[config.mk]
export PLATFORM = sky130hd
export DESIGN_NAME = cgra_config_sequencer
export DESIGN_NICKNAME = d
export VERILOG_FILES = /design/src/rtl/cgra_config_sequencer.sv
export SDC_FILE = /design/constraint.sdc
export NUM_CORES = 1
export LEC_CHECK = 0
export BUFFER_PORTS_ARGS = -buffer_cell sky130_fd_sc_hd__buf_2
export CORE_MARGIN = 4
export CORE_UTILIZATION = 55
export CTS_BUF_LIST = sky130_fd_sc_hd__clkbuf_4
export DETAILED_ROUTE_END_ITERATION = 16
export PLACE_DENSITY = 0.86
export SYNTH_ARGS = -nofsm -noshare
export SYNTH_HDL_FRONTEND = slang
export SYNTH_SLANG_ARGS = --single-unit
[constraint.sdc]
create_clock -name clk -period 12.2 [get_ports clk]
set_input_delay 0.61 -clock clk [delete_from_list [all_inputs] [get_ports clk]]
set_output_delay 0.61 -clock clk [all_outputs]
set_load 0.1 [all_outputs]
[src/rtl/cgra_config_sequencer.sv]
// cgra_config_sequencer
// Streams (address, data) configuration pairs from a host/boot source into the
// CGRA fabric config bus. Pairs are buffered in a small FIFO, written out one
// per slot with a programmable minimum spacing, and an END_ADDR marker closes
// the session and raises a sticky done flag.
//
// state | meaning
// ------+-----------------------------------------------------------------
// IDLE  | after reset; nothing accepted, waiting for start
// RUN   | accepting pairs until END_ADDR, issuing cfg_we writes from FIFO
// DONE  | stream complete and drained; done held until start or reset
module cgra_config_sequencer #(
    parameter int                ADDR_W   = 32,
    parameter int                DATA_W   = 32,
    parameter int                DEPTH    = 8,
    parameter int                HOLD     = 1,
    parameter logic [ADDR_W-1:0] END_ADDR = {ADDR_W{1'b1}}
) (
    input  logic              clk,
    input  logic              reset,
    input  logic              start,
    input  logic              in_valid,
    output logic              in_ready,
    input  logic [ADDR_W-1:0] in_addr,
    input  logic [DATA_W-1:0] in_data,
    output logic [ADDR_W-1:0] cfg_addr,
    output logic [DATA_W-1:0] cfg_data,
    output logic              cfg_we,
    output logic              busy,
    output logic              done,
    output logic [15:0]       words_written
);

    // Pointers carry one extra MSB so full and empty differ only in that bit.
    localparam int IW = (DEPTH > 1) ? $clog2(DEPTH) : 1;
    localparam int PW = IW + 1;
    // Hold counter sized to hold HOLD-1; a HOLD of 1 never loads a nonzero value.
    localparam int HW = (HOLD > 1) ? $clog2(HOLD) : 1;
    localparam logic [HW-1:0] HOLD_LOAD = HW'(HOLD - 1);

    typedef enum logic [1:0] {
        S_IDLE = 2'd0,
        S_RUN  = 2'd1,
        S_DONE = 2'd2
    } state_t;

    state_t            state;
    logic [PW-1:0]     wr_ptr;
    logic [PW-1:0]     rd_ptr;
    logic              end_seen;
    logic [HW-1:0]     hold_cnt;

    logic [ADDR_W-1:0] mem_addr [DEPTH];
    logic [DATA_W-1:0] mem_data [DEPTH];

    logic [IW-1:0]     wr_idx;
    logic [IW-1:0]     rd_idx;
    logic              fifo_empty;
    logic              fifo_full;
    logic              in_run;
    logic              is_end;
    logic              accept;
    logic              push;
    logic              issue;
    logic              finish;

    // FIFO status, handshake and issue decisions, all derived from current state.
    always_comb begin
        wr_idx     = wr_ptr[IW-1:0];
        rd_idx     = rd_ptr[IW-1:0];
        fifo_empty = (wr_ptr == rd_ptr);
        fifo_full  = (wr_ptr[PW-1] != rd_ptr[PW-1]) && (wr_idx == rd_idx);
        in_run     = (state == S_RUN);
        in_ready   = in_run && !fifo_full && !end_seen;
        is_end     = (in_addr == END_ADDR);
        accept     = in_valid && in_ready;
        push       = accept && !is_end;
        issue      = in_run && !fifo_empty && (hold_cnt == '0);
        finish     = end_seen && fifo_empty && (hold_cnt == '0) && !issue;
        busy       = in_run;
        done       = (state == S_DONE);
    end

    // FIFO storage; contents need no reset because the pointers define validity.
    always_ff @(posedge clk) begin
        if (reset && push) begin
            mem_addr[wr_idx] <= in_addr;
            mem_data[wr_idx] <= in_data;
        end
    end

    // Session FSM with FIFO pointers, hold timer and registered fabric outputs.
    always_ff @(posedge clk) begin
        if (!reset) begin
            state         <= S_IDLE;
            wr_ptr        <= '0;
            rd_ptr        <= '0;
            end_seen      <= 1'b0;
            hold_cnt      <= '0;
            cfg_addr      <= '0;
            cfg_data      <= '0;
            cfg_we        <= 1'b0;
            words_written <= '0;
        end else begin
            cfg_we <= 1'b0;
            case (state)
                S_IDLE, S_DONE: begin
                    if (start) begin
                        state         <= S_RUN;
                        wr_ptr        <= '0;
                        rd_ptr        <= '0;
                        end_seen      <= 1'b0;
                        hold_cnt      <= '0;
                        cfg_addr      <= '0;
                        cfg_data      <= '0;
                        words_written <= '0;
                    end
                end
                S_RUN: begin
                    if (push) begin
                        wr_ptr <= wr_ptr + PW'(1);
                    end
                    if (accept && is_end) begin
                        end_seen <= 1'b1;
                    end
                    if (issue) begin
                        rd_ptr   <= rd_ptr + PW'(1);
                        cfg_addr <= mem_addr[rd_idx];
                        cfg_data <= mem_data[rd_idx];
                        cfg_we   <= 1'b1;
                        hold_cnt <= HOLD_LOAD;
                        if (words_written != 16'hFFFF) begin
                            words_written <= words_written + 16'd1;
                        end
                    end else if (hold_cnt != '0) begin
                        hold_cnt <= hold_cnt - HW'(1);
                    end
                    if (finish) begin
                        state <= S_DONE;
                    end
                end
                default: begin
                    state <= S_IDLE;
                end
            endcase
        end
    end

endmodule

## After elaboration in Yosys (flattened, before gate mapping)

Memories as Yosys holds them, arrays and structs flattened. A register that Yosys moved wholly into a read port is not among the register bits.
Index checks and enable logic that the tools add are counted.

- Register bits: 93
- RAM bits: 512
- Input port bits: 68
- Output and inout port bits: 84
- Logic and storage cells: 86
- Memories kept: 2

Memories:

| memory | depth | bits a word | read ports | clocked after memory_dff | write ports | RTL line | text |
|---|---|---|---|---|---|---|---|
| mem_addr | 8 | 32 | 1 | 1 | 1 | 53 | `logic [ADDR_W-1:0] mem_addr [DEPTH];` |
| mem_data | 8 | 32 | 1 | 1 | 1 | 54 | `logic [DATA_W-1:0] mem_data [DEPTH];` |

- Add/sub/neg operators: 4
- Eq/ne operators: 13
- Muxes and demuxes: 30
- Bitwise gates (word level): 1
- Reduce and logical (&&, ||, !) cells: 27

Operator list:

| kind | number |
|---|---|
| one-hot mux 32 bit (2 select lines) | 2 |
| 2-to-1 mux 32 bit | 3 |
| 2-to-1 mux 16 bit | 3 |
| == test 32 bit (second input constant) | 1 |
| one-hot mux 16 bit (2 select lines) | 1 |
| adder 16 x 1 -> 16 bit (second input constant) | 1 |
| != test 16 bit (second input constant) | 1 |
| one-hot mux 4 bit (2 select lines) | 2 |
| logical AND 1 bit | 12 |
| 2-to-1 mux 3 bit | 4 |
| 2-to-1 mux 4 bit | 3 |
| != test 2 x 1 -> 1 bit (second input constant) | 5 |
| AND reduction 3 bit | 3 |
| adder 4 x 1 -> 4 bit (second input constant) | 2 |
| 2-to-1 mux 1 bit | 7 |
| AND reduction 2 bit | 3 |
| logical NOT 1 bit | 5 |
| == test 4 bit | 1 |
| 2-to-1 mux 2 bit | 2 |
| one-hot mux 1 bit (2 select lines) | 2 |
| one-hot mux 2 bit (2 select lines) | 1 |
| AND reduction 4 bit | 1 |
| == test 3 bit | 1 |
| == test 2 x 1 -> 1 bit (second input constant) | 1 |
| other kinds (8) | 8 |

## Logic depth before layout (Yosys ltp)

Gate-level depths: netlist of the first run.

- Depth after elaboration: 10
- Mapped depth: 8
- Depth with buffers taken out: 6

## Worst setup path before layout of the first run

No wires, ideal clock.

- Kind: input to register
- From: in in_valid
- To: mem mem_addr[7][0] (enable)
- Library setup time: 0.828 ns
- Arrival: 10.948 ns
- Data required time: 11.372 ns
- Setup slack: 0.424 ns
- Cell stages on the path: 3
- Buffers on the path: 0
- Cells stage by stage: nand4bb_1 > a41o_1 > a2111oi_0

- Cells in the longest elaborated chain, start to end: 5

RTL lines:

| item | RTL line | text |
|---|---|---|
| start: declaration | 22 | `input logic in_valid,` |
| logical AND 1 bit | 76 | `accept = in_valid && in_ready;` |
| logical AND 1 bit | 77 | `push = accept && !is_end;` |
| logical AND 1 bit | 86 | `if (reset && push) begin` |
| 2-to-1 mux 1 bit | 86 |  |
| 2-to-1 mux 1 bit (not written as such) | 87 | `mem_addr[wr_idx] <= in_addr;` |
| end: declaration | 53 |  |

No other way between the ends.

## Final worst setup path of the first run

- From: reg wr_ptr[1]
- To: mem mem_data[2][26] (enable)

- Cells in the longest elaborated chain, start to end: 10

RTL lines:

| item | RTL line | text |
|---|---|---|
| start: declaration | 48 | `logic [PW-1:0] wr_ptr;` |
| start signal: assignment | 121 | `wr_ptr <= wr_ptr + PW'(1);` |
| == test 3 bit | 72 | `fifo_full = (wr_ptr[PW-1] != rd_ptr[PW-1]) && (wr_idx == rd_idx);` |
| logical AND 1 bit | 72 |  |
| logical NOT 1 bit | 74 | `in_ready = in_run && !fifo_full && !end_seen;` |
| logical AND 1 bit (2 in a row) | 74 |  |
| logical AND 1 bit | 76 |  |
| logical AND 1 bit | 77 |  |
| logical AND 1 bit | 86 |  |
| 2-to-1 mux 1 bit | 86 |  |
| 2-to-1 mux 1 bit (not written as such) | 88 | `mem_data[wr_idx] <= in_data;` |
| end: declaration | 54 |  |

Several ways; a longest one is shown, not always the timed one.

==> results of run 1 <==
## layout by cell type, fill, tap and decap left out, drive strengths merged, types with 6 or more instances in the layout
cell         instances
edfxtp             512
nor3                 6
a21oi               16
mux2i               65
inv                 11
o22a                18
nand3               12
or3                 11
nor2                34
mux4               128
clkinv              34
buf                168
clkbuf             223
dlygate4sd3         19
nand4               13
nand2               61
o21ai               62
dfxtp               95
## power by group through the flow
| stage | Sequential [mW] | Clock, mW | Combinational, mW |
|---|---|---|---|
| after floorplan | 2.42 | 0 | 0.0750 |
| after global placement | 2.32 | 0 | 0.235 |
| after detailed placement | 2.32 | 0 | 0.242 |
| after CTS | 2.28 | 1.74 | 0.248 |
| after global routing | 2.28 | 1.87 | 0.261 |
| final | 2.28 | 1.71 | 0.247 |
## cell usage after synthesis (2+ instances only)
| cell | instances |
|---|---|
| edfxtp_1 | 512 |
| a21oi_2 | 5 |
| o21ai_1 | 3 |
| or3_1 | 11 |
| o21a_1 | 2 |
| buf_1 | 6 |
| mux4_2 | 128 |
| o22a_1 | 18 |
| clkbuf_1 | 29 |
| o31ai_1 | 3 |
| xor2_1 | 4 |
| o21ai_2 | 4 |
| or4_1 | 2 |
| nor4_1 | 2 |
| ha_1 | 3 |
| buf_2 | 19 |
| o2111ai_1 | 2 |
| inv_1 | 6 |
| nand2b_1 | 3 |
| a21oi_1 | 11 |
| nand4_1 | 13 |
| nor3_1 | 6 |
| o21ai_0 | 55 |
| nand3_1 | 12 |
| dfxtp_1 | 95 |
| nand2_1 | 61 |
| nor2_1 | 34 |
| mux2i_1 | 65 |
| and4_1 | 2 |
| xnor2_1 | 4 |
| and2_1 | 2 |
## through the flow
step           worst slack, ns  total power, mW  util (%)  instance area [sq um]  hold slack, ns
2_1_floorplan            0.424             2.50         -                  22700           0.461
3_3_place_gp              8.59             2.56      58.9                  24000           0.433
3_5_place_dp              8.52             2.57      58.9                  24000           0.438
4_1_cts                   8.55             4.27      64.2                  26200         0.00183
5_1_grt                   8.37             4.41      64.2                  26200         0.00272
6_report                  8.56             4.24      64.2                  26200          0.0591
## worst reg2reg max path: stages (launching register included)
cell      delay (ns)
dfxtp_1         0.58
xnor2_1         0.21
a41o_1          0.30
a21oi_2         0.32
nand2b_1        0.27
nor2_4          0.95
buf_4           0.60
## metal layers
metal / share of wire [%] / GRT usage (%) / up-vias
met5: 0.13 / 0 / -
met4: 2.5 / 8.76 / 10
met3: 8.2 / 6.21 / 106
met2: 51 / 37.1 / 605
met1: 38 / 28.6 / 6171
li1: - / - / 5310
## layout make-up
cell class / count / area share (%)
clock inverter: 44 / 1.15
multi-input combinational: 471 / 19.8
clock buffer: 223 / 6.38
timing repair buffer: 187 / 4.09
antenna: 4 / 0.0382
inverter: 7 / 0.100
sequential: 607 / 65.9
tap: 532 / 2.54
## final timing paths
path	from	end	slack (ns)	depth (start not counted)
worst max register to register	wr_ptr[1]	mem_data[2][26]	8.56	6
worst min-delay path	in_addr[25]	mem_addr[2][25]	0.06	1
worst max-delay path	wr_ptr[1]	mem_data[2][26]	8.56	6
worst min register to register	cfg_data[6]	cfg_data[6]	0.45	2
## cell families (layout without fill, tap and decap cells)
logic type | after synthesis | after routing | share of synthesized area [%]
buf+inv | 63 | 461 | 1.25
other cells | 0 | 4 | 0
xor+xnor | 8 | 8 | 0.309
compound gates | 112 | 112 | 3.27
simple gates | 155 | 155 | 3.23
fa+ha+maj | 3 | 3 | 0.166
mux | 193 | 193 | 15.6
flops | 607 | 607 | 76.2
## flip-flops by register name (all words and copies together), names as in the netlist, named ones only
| register | flops |
|---|---|
| words_written | 16 |
| cfg_data | 32 |
| rd_ptr | 4 |
| mem_addr | 256 |
| end_seen | 1 |
| mem_data | 256 |
| state | 2 |
| wr_ptr | 4 |
| cfg_addr | 32 |
| cfg_we | 1 |
## repair_timing
action                                 CTS  global route
endpoints found under the hold margin   88             0
gates resized for setup                  0             0
hold buffers                            19             0
==> reports/qor.txt, run 1 <==
Least-Margin Pin Slew: 1.16 ns
Net Sw Frac: 23.3%
Peak supply drop: 0.0000910 V
HPWL after detailed placement: 27800 um
Fin crit period: 3.64 ns
Port-buffer cells: 151
Clk slew on worst S/H paths: 0.09 ns
Gate power share: 5.8%
WL final: 48900 um
Max Cap Viol: 0
WL/cell: 23.6 um
Post-synth ARST share: 0%
Clock network power share: 40.3%
Count of final max-slew check failures: 0
Htree depth: 4
Post-synth top flop: edfxtp_1
Layout cells sized above 1: 36.6%
Die Y: 211 um
Yosys reg bits: 607
RSZ-0062 raised after global routing: no
Antenna Nets Post-Route: 0
Post-CTS setup buffer count: 0
Total Routing Usage GR: 22.4%
Cell taking the most area after synthesis: edfxtp_1
Antenna violations before repair: 10
Vias in the first global route: 13100
CORE AREA: 40800 sq um
Final cell count without fillers: 2075
CP max stage delay: 0.95 ns
Die area: 44500 sq um
Vias per inst: 5.88
Leakage: 8.67 nW
Synth top area share: 67.8%
Reg power frac: 53.8%
Clk_lat worst skew: 0.85 ns
Die Wd: 211 um
Gpl congestion: 0.752
Sequential share of the synthesized area: 76.2%
Cells after DPL: 1785
YS warnings: 0
Power Dens Cells: 162 nW/um^2
Worst-path cell chain: xnor2_1 > a41o_1 > a21oi_2 > nand2b_1 > nor2_4 > buf_4
CP Capture Type: register
Maximum clock path buffer count: 3
EDFF count, synth: 512
Final setup viols: 0
Final Hold Fails: 0
Mean Syn Cell Area: 19.9 sq um
Initial Util: 55.5%
CTS Buf Count: 143
Slowest CP cell: nor2_4
Largest net degree at the start of global routing: 69
Cell row count: 74
Max frequency: 275 MHz
CTS tree: done
Delay-heaviest family, CP: simple AND/OR/NAND/NOR gates
First-pass GRT wire length: 75800 um
Critical Path RT: 12.64 ns
Distinct cells, synth: 50
CP bufs+invs: 1
Multi-input gate area: 5180 sq um
Crit start category: register
CTS root buffer: clkbuf_4
Fin crit share: 29.8%
Clock Sink Count: 607
# IOs: 152
Mapped Cells: 1141
Seq. cell area: 17300 sq um
Psw: 0.989 mW
Area Growth Syn to Fin: 15.6%
Fill count: 2599
Grt ovf: 0
Hold Path Class: in2reg
Via count: 12200
Max FO, Critical Path: 33
Status: complete, no violations
Net Count, Synth: 1212
Post-synthesis cell area: 22700 sq um
Cell Int Power: 3.25 mW
Initial DRT Pass Iterations: 5
Critical path arrival: 4.08 ns
Slew margin rel.: 22.3%
Skew final: 0.0562 ns
DR iter-0 viols: 1258
Synth top area cells: edfxtp_1, mux4_2, dfxtp_1
CP Class: reg2reg
Setup tns final: 0 ns
Nets: 1488
# DRC: 0
No activity file was read; power rests on OpenSTA's default activity.
==> inputs of run 2 (changes only) <==
ABC_AREA = 1   (was unset)
clock period = 3.23 ns   (was 12.2 ns; I/O delays follow)
==> run 2 against run 1 <==
  * Area after synthesis is 4.8% higher
  * Sequential cell count is the same
  * Critical path type unchanged
  * Core utilization up 1.3 points
  * Combinational power increased to 13 times the previous value
  * Synthesized cell count up 72%
==> reports/qor.txt, run 2 <==
Status: complete, no violations
CP Capture Type: register
Die area: 46600 sq um
Synth top area share: 64.7%
CTS Buf Count: 147
Antenna Nets Post-Route: 0
Xor/xnor cell area share of the yosys netlist: 0.258%
# resized after CTS: 0
Most numerous cell in the Yosys netlist: edfxtp_1
Max FO, Critical Path: 35
Die Y: 216 um
Setup tns final: 0 ns
Post-synthesis cell area: 23800 sq um
CP max stage delay: 0.50 ns
Synth Area in Simple Gates: 11.2%
CORE AREA: 42300 sq um
Maximum clock path buffer count: 3
Most frequent cells in the layout: edfxtp_1, nor2_1, o21ai_0
Final setup viols: 0
HPWL after detailed placement: 32300 um
RSZ-0062 raised after global routing: no
Crit start category: register
Skew final: 0.0591 ns
Clock Sink Count: 607
CTS tree: done
DR iter-0 viols: 2294
Post-synthesis mux area share: 0%
Adder-Cell Fraction of Synth Area: 0.158%
Net Count, Synth: 2029
Initial Util: 56.1%
Delay-heaviest family, CP: simple AND/OR/NAND/NOR gates
Synth top area cells: edfxtp_1, dfxtp_1, nor2_1
Post-synth top cells: edfxtp_1, nor2_1, o21ai_0
Final Hold Fails: 0
Max Cap Viol: 0
Max frequency: 353 MHz
# DRC: 0
Grt ovf: 0
Area Growth Syn to Fin: 16.6%
Distinct cells, synth: 33
EDFF count, synth: 512
FF-to-FF path depth: 9
CP bufs+invs: 2
Fin crit period: 2.83 ns
Post-DP Area: 25100 sq um
Synth Area in Compound Gates: 12.4%
CP Class: reg2reg
Slew margin rel.: 30.0%
Antenna violations before repair: 3
Port-buffer cells: 151
Layout cells sized above 1: 18.9%
Total Routing Usage GR: 25.8%
Critical Path RT: 3.67 ns
Yosys reg bits: 607
Post-synth top flop: edfxtp_1
Peak supply drop: 0.000543 V
Hold path depth: 2
WL/cell: 20.8 um
Post-CTS setup buffer count: 0
Post-synth ARST share: 0%
WL final: 61000 um
Mapped Cells: 1958
Vias per inst: 5.96
Worst-path cell chain: inv_1 > nand2_1 > nand2_1 > nand4_1 > nand4_2 > nor2_1 > nand2_1 > nor2_4 > buf_4
Hold_buf cts: 69
Cell row count: 75
First-pass GRT wire length: 95500 um
Sequential share of the synthesized area: 72.7%
Clk slew on worst S/H paths: 0.07 ns
Largest net degree at the start of global routing: 257
Count of final max-slew check failures: 0
Power Dens Cells: 666 nW/um^2
Vias in the first global route: 17600
Slowest CP cell: buf_4
CTS root buffer: clkbuf_4
Hold Path Class: in2reg
Final instance area: 27700 sq um
Initial DRT Pass Iterations: 7
Leakage: 9.70 nW
Gpl congestion: 0.893
Die Wd: 216 um
YS warnings: 0
Commonest non-fill, non-tap cell in the layout: edfxtp_1
Cell taking the most area after synthesis: edfxtp_1
Critical path arrival: 3.27 ns
Largest family of logic cells by synthesized area: compound AO/OA/AOI/OAI gates
Fin crit share: 87.6%
Clk_lat worst skew: 0.86 ns
Least-Margin Pin Slew: 1.05 ns
Most common cell on crit path: nand2_1
Final cell count without fillers: 2930
Mean Syn Cell Area: 12.1 sq um
Via count: 17500
Htree depth: 4
Cells after DPL: 2588
# IOs: 152
Worst path depth: 9
Nets: 2300
Biggest regs: mem_addr: 256 flops, mem_data: 256 flops
## run 2: cell count changes after synthesis, moves of 18 or more
cell,delta
mux2i_1,-65
mux4_2,-128
o22a_1,-18
o21ai_0,+248
o221ai_1,+55
nand3_1,+73
o211ai_1,+66
a21oi_1,+59
nor2_1,+381
inv_1,+26
nand2_1,+70
clkbuf_1,+53
## run 2: final timing paths
check / slack (ns) / to / from
worst min register to register: 0.48 / cfg_addr[11] / cfg_addr[11]
worst max register to register: 0.40 / mem_data[6][2] / wr_ptr[2]
worst max-delay path: 0.40 / mem_data[6][2] / wr_ptr[2]
worst min-delay path: 0.11 / mem_data[0][10] / in_data[10]
## run 2: worst reg2reg max path, stage by stage (launching register included)
cell and delay (ns):
dfxtp_1 0.45, inv_1 0.14, nand2_1 0.12, nand2_1 0.09, nand4_1 0.15, nand4_2 0.30
nor2_1 0.22, nand2_1 0.26, nor2_4 0.17, buf_4 0.50
## run 2: cell type report
type                            count  area [sq um]
Antenna cell                        2          5.00
Clock buffer                      218          1640
Clock inverter                     53           292
Fill cell                        2791         14600
Inverter                           36           141
Multi-Input combinational cell   1182          5790
Sequential cell                   607         17300
Tap cell                          577           722
Timing Repair Buffer              255          1830
## run 2: layer usage
metal	share of wire, %	vias to the layer above	GRT usage [%]
li1	-	7787	-
met1	37	8300	33.1
met2	49	1198	42.7
met3	11	171	6.02
met4	3.0	0	10.9
met5	0	-	0
## run 2: stage by stage
step / setup slack [ns] / power (mW) / hold WS, ns / utilization (%)
floorplan: -0.218 / 11.4 / 0.260 / -
global placement: 0.643 / 12.0 / 0.429 / 59.3
detailed placement: 0.577 / 12.1 / 0.439 / 59.3
CTS: 0.457 / 18.5 / 0.0616 / 65.5
global route: 0.269 / 19.2 / 0.108 / 65.5
finish: 0.399 / 18.4 / 0.115 / 65.5
## run 2: cell families after synthesis
| logic type | Yosys count |
|---|---|
| AND/OR/NAND/NOR | 659 |
| flip-flops | 607 |
| AO/OA/AOI/OAI | 513 |
| buffers and inverters | 169 |
| XOR/XNOR | 7 |
| adder cells (fa/ha/maj) | 3 |
## run 2: report_power, final
group | total, mW | internal (mW) | switching [mW]
logic | 3.24 | 0.672 | 2.57
registers | 8.83 | 8.71 | 0.116
clock network | 6.38 | 3.35 | 3.03
total | 18.4 | 12.7 | 5.71
==> inputs of run 3 (changes only) <==
ABC_AREA = unset   (was 1)
==> run 3 against run 2 <==
  * First-iteration DRC count fell by 59%
  * Setup slack got worse by 0.016 ns
  * Total power shrank 12%
  * Maximum frequency down 0.56%
  * Final cell count shrank 27%
  * Largest cell class unchanged
  * Largest power group unchanged
==> reports/qor.txt, run 3 (synthesis results as in run 1) <==
Status: complete, no violations
Antenna violations before repair: 4
Peak supply drop: 0.000478 V
# DRC: 0
Fin crit period: 2.85 ns
Die area: 44500 sq um
Hold Path Class: in2reg
Cell row count: 74
CP Class: reg2reg
Most frequent cells in the layout: edfxtp_1, clkbuf_4, buf_2
Critical Path RT: 3.73 ns
Seq. cell area: 17300 sq um
CP Capture Type: register
Clock Sink Count: 607
Final Hold Fails: 0
Nets: 1559
Max frequency: 351 MHz
Vias in the first global route: 13300
Largest net degree at the start of global routing: 65
R2R Setup Slk: 0.38 ns
Critical path arrival: 3.34 ns
RSZ-0062 raised after global routing: no
Maximum clock path buffer count: 3
HPWL after detailed placement: 28600 um
Area Growth Syn to Fin: 19.6%
Fin worst setup slack: 0.383 ns
Crit start category: register
DR iter-0 viols: 939
Initial Util: 55.5%
Commonest non-fill, non-tap cell in the layout: edfxtp_1
Total Routing Usage GR: 22.6%
# IOs: 152
Vias per inst: 5.76
Count of final max-slew check failures: 0
Port-buffer cells: 151
Max FO, Critical Path: 34
Final core area utilization: 66.4%
Grt ovf: 0
Fin crit share: 88.1%
CTS Buf Count: 151
CTS root buffer: clkbuf_4
# resized after CTS: 0
Die Wd: 211 um
Initial DRT Pass Iterations: 5
Via count: 12400
Htree depth: 4
Die Y: 211 um
CORE AREA: 40800 sq um
FF-to-FF path depth: 6
First-pass GRT wire length: 76500 um
Final setup viols: 0
Multi-input gate area: 5270 sq um
Leakage: 9.05 nW
Reg-to-reg critical path startpoint: wr_ptr[1]
WL/cell: 22.9 um
Clk slew on worst S/H paths: 0.07 ns
Biggest regs: mem_addr: 256 flops, mem_data: 256 flops
Least-Margin Pin Slew: 0.950 ns
Setup slack at placement: 0.432 ns
Slew margin rel.: 36.6%
CTS tree: done
Skew final: 0.0536 ns
WL final: 49000 um
Setup tns final: 0 ns
Power Dens Cells: 597 nW/um^2
Max Cap Viol: 0
Antenna Nets Post-Route: 0
Clk_lat worst skew: 0.83 ns
Layout cells sized above 1: 37.2%
Fill count: 2532
Gpl congestion: 0.847
Reg2reg end: mem_data[2][29]
Min-delay src: in_data[15]
Hold path depth: 2
Hold EP: mem_data[2][15]
==> run 3: changes by cell type in the layout (fill, tap and decap cells not counted), sizes merged, moves of 65 or more <==
cell and delta:
o21ai -256, nand2 -73, nand3 -73, mux4 +128, o211ai -66, nor2 -382, mux2i +65
==> run 3: what timing repair did <==
| action | CTS | global route |
|---|---|---|
| endpoints found under the hold margin | 523 | 0 |
| hold buffers | 68 | 0 |
| buffers inserted | 0 | 0 |
==> run 3: critical path, stage by stage, from the launching register on <==
cell and delay, ns:
dfxtp_1 0.75, xnor2_2 0.16, a41o_1 0.30, a21oi_4 0.34, nand2b_4 0.15, nor2_4 0.46, buf_12 0.30
==> run 3: layout make-up <==
| type | instances | area share [%] |
|---|---|---|
| flip-flops and latches | 607 | 63.7 |
| multi-input cells | 471 | 19.4 |
| repair buffers | 250 | 6.75 |
| clock buffers | 233 | 6.45 |
| well taps | 532 | 2.45 |
| clock inverters | 44 | 1.09 |
| inverters | 7 | 0.0968 |
| diodes | 1 | 0.00922 |
==> run 3: layer usage <==
metal / wire [um] / vias to the layer above / global-route usage, %
met2: 26100 / 541 / 38.8
met5: 17 / - / 0
met4: 1300 / 4 / 8.88
met1: 18100 / 6244 / 28.3
met3: 3480 / 97 / 5.12
li1: - / 5469 / -
==> run 3: per-stage QoR <==
| step | std cells | hold WS [ns] | power (mW) | area, sq um |
|---|---|---|---|---|
| after floorplan | 1141 | 0.260 | 9.43 | 22800 |
| after detailed placement | 1799 | 0.436 | 9.71 | 24400 |
| final | 2145 | 0.121 | 16.2 | 27100 |
| after global routing | 2145 | 0.0759 | 16.9 | 27100 |
| after CTS | 2144 | 0.0356 | 16.3 | 27100 |
| after global placement | 1799 | 0.422 | 9.68 | 24400 |
==> run 3: how the worst max path moves through the flow <==
stage,start,endpoint,slack [ns],depth (start not counted)
floorplan,wr_ptr[2],mem_addr[7][0],-0.24,4
global placement,wr_ptr[1],mem_data[2][27],0.58,6
detailed placement,wr_ptr[1],mem_addr[2][22],0.43,6
CTS,wr_ptr[1],mem_data[2][29],0.41,6
global route,wr_ptr[1],mem_data[2][27],0.28,6
finish,wr_ptr[1],mem_data[2][29],0.38,6
==> run 3: where the power goes <==
group	internal (mW)	total [mW]	switching, mW
clock	3.56	6.59	3.03
combinational	0.266	1.01	0.739
sequential	8.56	8.60	0.0442
total	12.4	16.2	3.81
